### src/rtl/frame_serializer_if.sv
// Handshake and serial-line bundle between the controller datapath and the frame serializer.
interface frame_serializer_if;
   logic       bitTick;
   logic       sendRequest;
   logic [7:0] parallelDataInput;
   logic [1:0] commInitBits;
   logic       serialDataOut;
   logic       busy;
   logic       sendDone;

   modport master (
      output bitTick, sendRequest, parallelDataInput, commInitBits,
      input  serialDataOut, busy, sendDone
   );

   modport slave (
      input  bitTick, sendRequest, parallelDataInput, commInitBits,
      output serialDataOut, busy, sendDone
   );
endinterface

### src/rtl/frame_serializer.sv
// Transmit side of the 11-bit serial control frame: latches a word plus framing bits,
// shifts it out one bit per bitTick, then holds an idle guard gap before signalling done.
module frame_serializer #(
   parameter int unsigned FRAME_BITS = 11,
   parameter bit          PARITY_ODD = 1'b0,
   parameter bit          IDLE_LEVEL = 1'b1,
   parameter int unsigned GUARD_BITS = 2
) (
   input logic               controlClock,
   input logic               resetN,
   frame_serializer_if.slave link
);

   typedef enum logic [1:0] {IDLE, SHIFT, GUARD} stateT;

   localparam logic [3:0] LAST_INDEX = 4'(FRAME_BITS - 1);
   localparam logic [3:0] LAST_GUARD = 4'(GUARD_BITS - 1);

   stateT       state, stateNext;
   logic [10:0] frameReg, frameNext, assembled;
   logic [3:0]  bitIndex, bitIndexNext;
   logic [3:0]  guardCount, guardCountNext;
   logic        lineReg, lineNext;
   logic        busyReg, busyNext;
   logic        doneReg, doneNext;
   logic        accept;

   // Wire order: init[0], data MSB..LSB, parity, init[1]; index 0 goes out first.
   always_comb begin
      assembled     = '0;
      assembled[0]  = link.commInitBits[0];
      for (int i = 0; i < 8; i++) begin
         assembled[1 + i] = link.parallelDataInput[7 - i];
      end
      assembled[9]  = (^link.parallelDataInput) ^ PARITY_ODD;
      assembled[10] = link.commInitBits[1];
   end

   // The sendDone cycle is excluded so a held request restarts one cycle later.
   assign accept = (state == IDLE) && link.sendRequest && !doneReg;

   always_ff @(posedge controlClock or negedge resetN) begin
      if (!resetN) begin
         state      <= IDLE;
         frameReg   <= '0;
         bitIndex   <= '0;
         guardCount <= '0;
         lineReg    <= IDLE_LEVEL;
         busyReg    <= 1'b0;
         doneReg    <= 1'b0;
      end else begin
         state      <= stateNext;
         frameReg   <= frameNext;
         bitIndex   <= bitIndexNext;
         guardCount <= guardCountNext;
         lineReg    <= lineNext;
         busyReg    <= busyNext;
         doneReg    <= doneNext;
      end
   end

   always_comb begin
      stateNext      = state;
      frameNext      = frameReg;
      bitIndexNext   = bitIndex;
      guardCountNext = guardCount;
      lineNext       = lineReg;
      busyNext       = busyReg;
      doneNext       = 1'b0;
      unique case (state)
         IDLE: begin
            lineNext = IDLE_LEVEL;
            busyNext = 1'b0;
            if (accept) begin
               frameNext    = assembled;
               stateNext    = SHIFT;
               busyNext     = 1'b1;
               bitIndexNext = '0;
               lineNext     = assembled[0];
            end
         end
         SHIFT: begin
            if (link.bitTick) begin
               if (bitIndex == LAST_INDEX) begin
                  lineNext = IDLE_LEVEL;
                  if (GUARD_BITS == 0) begin
                     stateNext = IDLE;
                     busyNext  = 1'b0;
                     doneNext  = 1'b1;
                  end else begin
                     stateNext      = GUARD;
                     guardCountNext = '0;
                  end
               end else begin
                  bitIndexNext = bitIndex + 4'd1;
                  lineNext     = frameReg[bitIndex + 4'd1];
               end
            end
         end
         GUARD: begin
            lineNext = IDLE_LEVEL;
            if (link.bitTick) begin
               if (guardCount == LAST_GUARD) begin
                  stateNext = IDLE;
                  busyNext  = 1'b0;
                  doneNext  = 1'b1;
               end else begin
                  guardCountNext = guardCount + 4'd1;
               end
            end
         end
         default: begin
            stateNext = IDLE;
            lineNext  = IDLE_LEVEL;
            busyNext  = 1'b0;
         end
      endcase
   end

   assign link.serialDataOut = lineReg;
   assign link.busy          = busyReg;
   assign link.sendDone      = doneReg;

endmodule

### src/flat_wrapper.sv
// flat-port wrapper written by rule: the top's interface ports become plain ports
module frame_serializer_flat 
#(
   parameter int unsigned FRAME_BITS = 11,
   parameter bit          PARITY_ODD = 1'b0,
   parameter bit          IDLE_LEVEL = 1'b1,
   parameter int unsigned GUARD_BITS = 2
)
  (controlClock, resetN, link_bitTick, link_sendRequest, link_parallelDataInput, link_commInitBits, link_serialDataOut, link_busy, link_sendDone);
  frame_serializer_if link_i ();
  input logic controlClock;
  input logic resetN;
  input wire logic [$bits(link_i.bitTick)-1:0] link_bitTick;
  input wire logic [$bits(link_i.sendRequest)-1:0] link_sendRequest;
  input wire logic [$bits(link_i.parallelDataInput)-1:0] link_parallelDataInput;
  input wire logic [$bits(link_i.commInitBits)-1:0] link_commInitBits;
  output wire logic [$bits(link_i.serialDataOut)-1:0] link_serialDataOut;
  output wire logic [$bits(link_i.busy)-1:0] link_busy;
  output wire logic [$bits(link_i.sendDone)-1:0] link_sendDone;
  assign link_i.bitTick = link_bitTick;
  assign link_i.sendRequest = link_sendRequest;
  assign link_i.parallelDataInput = link_parallelDataInput;
  assign link_i.commInitBits = link_commInitBits;
  assign link_serialDataOut = link_i.serialDataOut;
  assign link_busy = link_i.busy;
  assign link_sendDone = link_i.sendDone;
  frame_serializer #(.FRAME_BITS(FRAME_BITS), .PARITY_ODD(PARITY_ODD), .IDLE_LEVEL(IDLE_LEVEL), .GUARD_BITS(GUARD_BITS)) u_core (.controlClock(controlClock), .resetN(resetN), .link(link_i));
endmodule
### config.mk
export PLATFORM = sky130hd
export DESIGN_NAME = frame_serializer_flat
export DESIGN_NICKNAME = d
export VERILOG_FILES = /design/src/rtl/frame_serializer_if.sv /design/src/rtl/frame_serializer.sv /design/src/flat_wrapper.sv
export SDC_FILE = /design/constraint.sdc
export NUM_CORES = 1
export LEC_CHECK = 0
export CORE_MARGIN = 2
export CORE_UTILIZATION = 58
export DETAILED_ROUTE_END_ITERATION = 10
export GPL_TIMING_DRIVEN = 0
export PLACE_DENSITY = 0.83
export SYNTH_ARGS = -nofsm -noshare
export SYNTH_HDL_FRONTEND = slang
export SYNTH_SLANG_ARGS = --single-unit
export TNS_END_PERCENT = 20
### constraint.sdc
create_clock -name controlClock -period 3.7 [get_ports controlClock]
set_clock_uncertainty 0.2 [all_clocks]
set_input_delay 0.555 -clock controlClock [delete_from_list [all_inputs] [get_ports controlClock]]
set_output_delay 0.555 -clock controlClock [all_outputs]
set_load 0.005 [all_outputs]
# == Word-level counts from Yosys, hierarchy flattened ==
# Cells that the tools add are included.
# word_totals
register_bits,24
latchBits,0
ramBits,0
romBits,0
in_bits,14
word_cells,62
n_memories,0
# classes
addsub,2
multipliers,0
div,0
order_cmp,1
n_eq_ne,11
shifts,0
muxes,28
bitwise,1
n_reduce_logical,12
# op_table
operator,count
$mux 4,7
$pmux 4 s2,2
$mux 1,10
$mux 2,5
$reduce_and 5->1,2
$add 4x1->4 const B,2
$ne 2x2->1 const B,4
$reduce_xor 8->1,1
$ne 2x1->1 const B,3
$pmux 2 s3,1
$lt 4x5->1 const B,1
$bmux 1 s4,1
$eq 4x1->1 const B,1
$eq 4x4->1 const B,1
$reduce_and 4->1,1
$reduce_bool 2->1,2
$pmux 1 s3,1
$reduce_and 3->1,1
$eq 2x1->1 const B,1
$eq 2x2->1 const B,1
$logic_and 1x1->1,2
$logic_not 2->1,1
$pmux 1 s2,1
$reduce_and 2->1,1
other kinds (2),2

# == Depth between registers and ports, before layout ==
# logic_depth
depth_word,6
depth_mapped,6
depth_no_buf,6

# == Worst setup path before layout ==
# Ideal clock, no wire load.
# synth_timing
path_type,input to register
startpoint,input port link_sendRequest
endpoint,register u_core.frameReg[10]
setup_time_ns,0.125
arrival_ns,1.499
t_required_ns,3.375
slack_ns,1.876
stages,4
n_path_buf,1
cell_sequence,or3b_4 > nor2_8 > buf_12 > mux2_4
# synth_between
elab_chain_cells,3
# synth_lines
item,line_no,source
"start, declared",flat_wrapper.sv:14,input wire logic [$bits(link_i.sendRequest)-1:0] link_sendRequest;
$logic_and 1x1->1 (2 in series),frame_serializer.sv:40,assign accept = (state == IDLE) && link.sendRequest && !doneReg;
$reduce_and 2->1 (no source line),--,
"end signal, assigned",frame_serializer.sv:53,frameReg <= frameNext;
"end, declared",frame_serializer.sv:20,"logic [10:0] frameReg, frameNext, assembled;"
# No other way between the ends.
# A chain may end at the register's enable or synchronous reset.

# == Worst setup path after layout ==
# layout_timing
startpoint,register u_core.lineReg (netlist: u_core.link.serialDataOut)
endpoint,output port link_serialDataOut
# layout_lines
item,line_no,source
"start, declared",frame_serializer.sv:23,"logic lineReg, lineNext;"
"start signal, assigned",frame_serializer.sv:56,lineReg <= lineNext;
"end, declared",flat_wrapper.sv:17,output wire logic [$bits(link_i.serialDataOut)-1:0] link_serialDataOut;
# No word-level cell between the ends.

==> results.json <==
{
  "clock_path_buffers": 2,
  "async_flop_share": 1.00,
  "ys_seq_elements": 24,
  "die_area_mm2": 0.00274,
  "p_leak_nw": 0.666,
  "cpLargestDelayFamily": "flip-flops",
  "grt_pass1_vias": 901,
  "area_growth_pct": 16.3,
  "drt-total-wl_um": 2430,
  "cts_sinks": 24,
  "cts_buffers": 3,
  "final_common_cell": "dfrtp_1",
  "clk_latency_ns": 0.31,
  "die_h_um": 52.4,
  "hp-start": "u_core.frameReg[5]",
  "die_w_um": 52.4,
  "num-fill-cells": 174,
  "hold_end": "u_core.frameReg[5]",
  "cp_data_required_time_ns": 2.94,
  "yosysUniqueCellTypes": 38,
  "tns_ns": 0,
  "synth_top_cells_by_area": "dfrtp_1 42%, mux2_4 7.7%, xnor2_1 5.8%",
  "multi_input_area_um2": 699,
  "post_cts_buffers": 0,
  "place_inst": 157,
  "antenna_found_initial": 0,
  "worstReg2RegStart": "u_core.bitIndex[0]",
  "cp_max_fo": 2,
  "fin_cells": 161,
  "drt_first_pass_iters": 4,
  "synth-seq-area-share": 0.443,
  "worst_setup_path_start_kind": "flop",
  "cp_cell_sequence": "clkdlybuf4s50_1",
  "vias": 932,
  "ys_warn_count": 0,
  "crit_buf_inv": 1,
  "cts_tree": "built",
  "yosys.area.top_type": "dfrtp_1",
  "status": "complete, no violations",
  "power_mw": 1.02,
  "root_buffer": "clkbuf_4",
  "n_antenna_cell": 0,
  "powerDensity_mw_per_mm2": 644,
  "ioPinCount": 17,
  "final_cell_mix": "23 x dfrtp_1, 15 x clkdlybuf4s50_1, 9 x xnor2_1",
  "worstHoldPathCells": 1,
  "synthesis.area_mm2": 0.00136,
  "start_util": 0.614,
  "nets": 152,
  "routabilityCongestion": 0.808,
  "hold_slack_ns": 0.324,
  "drc": 0,
  "drt_iter0_markers": 18,
  "max_clock_freq_mhz": 474,
  "grt_pass1_wl_um": 4110,
  "reg2regPathDepth": 6,
  "synth_edf_count": 0,
  "critPathArrivalTime_ns": 1.35,
  "synth_cells": 114,
  "grt-ovfl-total": 0,
  "finalHoldViolations": 0,
  "max_stage_delay_ns": 0.55,
  "ctsResizeCount": 0,
  "ir_drop_mv": 0.457,
  "core_area_mm2": 0.00221,
  "post_dp_cell_area_mm2": 0.00154,
  "relSlewSlack": 0.291,
  "period_share": 0.570,
  "cts.clk_slew.worst_paths_ns": 0.13,
  "crit_type": "flop to output pin",
  "syn-num-nets": 132,
  "wl_per_cell_um": 15.1,
  "tightest_slew_ns": 1.06,
  "drive_gt1_frac": 0.180,
  "post-synth-top-area-fraction": 0.424,
  "rows": 17,
  "htree_levels": 1,
  "setup_viol": 0,
  "crit_slowest_cell": "dfstp_2",
  "seq_area_um2": 602,
  "ctsHoldBuffers": 0,
  "slew_violations": 0,
  "viasPerCell": 5.79,
  "grt_usage": 0.208,
  "hp-class": "flop to flop",
  "dpl.hpwl_um": 1860,
  "period_minus_slack_ns": 2.11,
  "grt_setup_unrepaired": "false",
  "end_kind": "output pin",
  "fin_area_mm2": 0.00158,
  "maxCapViolations": 0,
  "ys.flop_type": "dfrtp_1",
  "grt_start_max_net_pins": 25,
  "final_antenna_net_count": 0,
  "synth_area_per_cell_um2": 11.9,
  "r2r_slack_ns": 1.64,
  "r2r-end": "u_core.link.serialDataOut",
  "numPortBuffers": 15
}
==> kinds of logic after synthesis <==
logic type                 after synthesis  synth area share
buffers and inverters                    8            0.0415
adders and majority gates                4            0.0369
DFF                                     24             0.443
AOI/OAI and AO/OA                       23             0.117
and+or+nand+nor                         29             0.132
muxes                                   16             0.165
xor gates and xnor gates                10            0.0645
==> worst max-delay path by stage <==
| stage | startpoint | end | slack [ns] | cells past startpoint |
|---|---|---|---|---|
| after floorplan | link_sendRequest | u_core.frameReg[10] | 1.88 | 4 |
| after global placement | link_sendRequest | u_core.frameReg[5] | 1.33 | 5 |
| after detailed placement | link_sendRequest | u_core.frameReg[6] | 1.33 | 5 |
| after CTS | u_core.link.serialDataOut | link_serialDataOut | 1.57 | 1 |
| after global routing | u_core.bitIndex[0] | u_core.link.serialDataOut | 1.47 | 6 |
| final | u_core.link.serialDataOut | link_serialDataOut | 1.59 | 1 |
==> flip-flops by register name (all words and copies together) (netlist names) <==
signal                     cells
u_core.link.serialDataOut      1
u_core.link.sendDone           1
u_core.link.busy               1
u_core.guardCount              4
u_core.bitIndex                4
u_core.state                   2
u_core.frameReg               11
==> synthesized netlist by cell type, types with 2 or more instances <==
cell,instances
mux2_4,7
ha_1,4
a21oi_1,2
nand3b_1,2
o21bai_1,2
mux2_2,3
nand2b_1,4
dfrtp_1,23
o21ai_0,5
mux2i_1,4
o2bb2ai_1,3
nor2_1,3
nand3_1,3
mux4_2,2
xnor2_1,9
nor3_1,5
nand2_1,4
nor4_1,2
a21o_1,4
inv_1,4
buf_2,2
==> cell type report <==
type	instances	area share
plain buffers	4	0.0261
clock buffers	4	0.0230
inverters	4	0.00951
multi-input cells	82	0.443
flip-flops and latches	24	0.381
well taps	28	0.0222
repair buffers	15	0.0951
==> power breakdown <==
part           switching [mW]  leakage [nW]  total, mW  internal (mW)
clock                  0.0773        0.0210      0.137         0.0601
combinational           0.173         0.350      0.434          0.261
sequential             0.0786         0.295      0.444          0.366
==> through the flow <==
stage / setup WS (ns) / util
6_report: 1.59 / 0.714
5_1_grt: 1.47 / 0.714
4_1_cts: 1.57 / 0.714
3_5_place_dp: 1.33 / 0.697
3_3_place_gp: 1.33 / 0.697
2_1_floorplan: 1.88 / -
==> worst register-to-register path, delay by kind of cell (launching register included) <==
kind	cells	cell delay [ns]
adder cells (fa/ha/maj)	1	0.40
flip-flops	1	0.55
multiplexers	1	0.15
buffers and inverters	1	0.10
AO/OA/AOI/OAI	3	0.56
==> layer usage <==
| layer | vias up | wire [um] | share of wire | track usage |
|---|---|---|---|---|
| met5 | - | 0 | 0 | 0 |
| met4 | 0 | 24 | 0.0099 | 0.0641 |
| met3 | 4 | 71 | 0.029 | 0.0343 |
| met2 | 14 | 1230 | 0.50 | 0.342 |
| met1 | 466 | 1110 | 0.46 | 0.282 |
| li1 | 448 | - | - | - |
(Power assumes the default switching activity.)
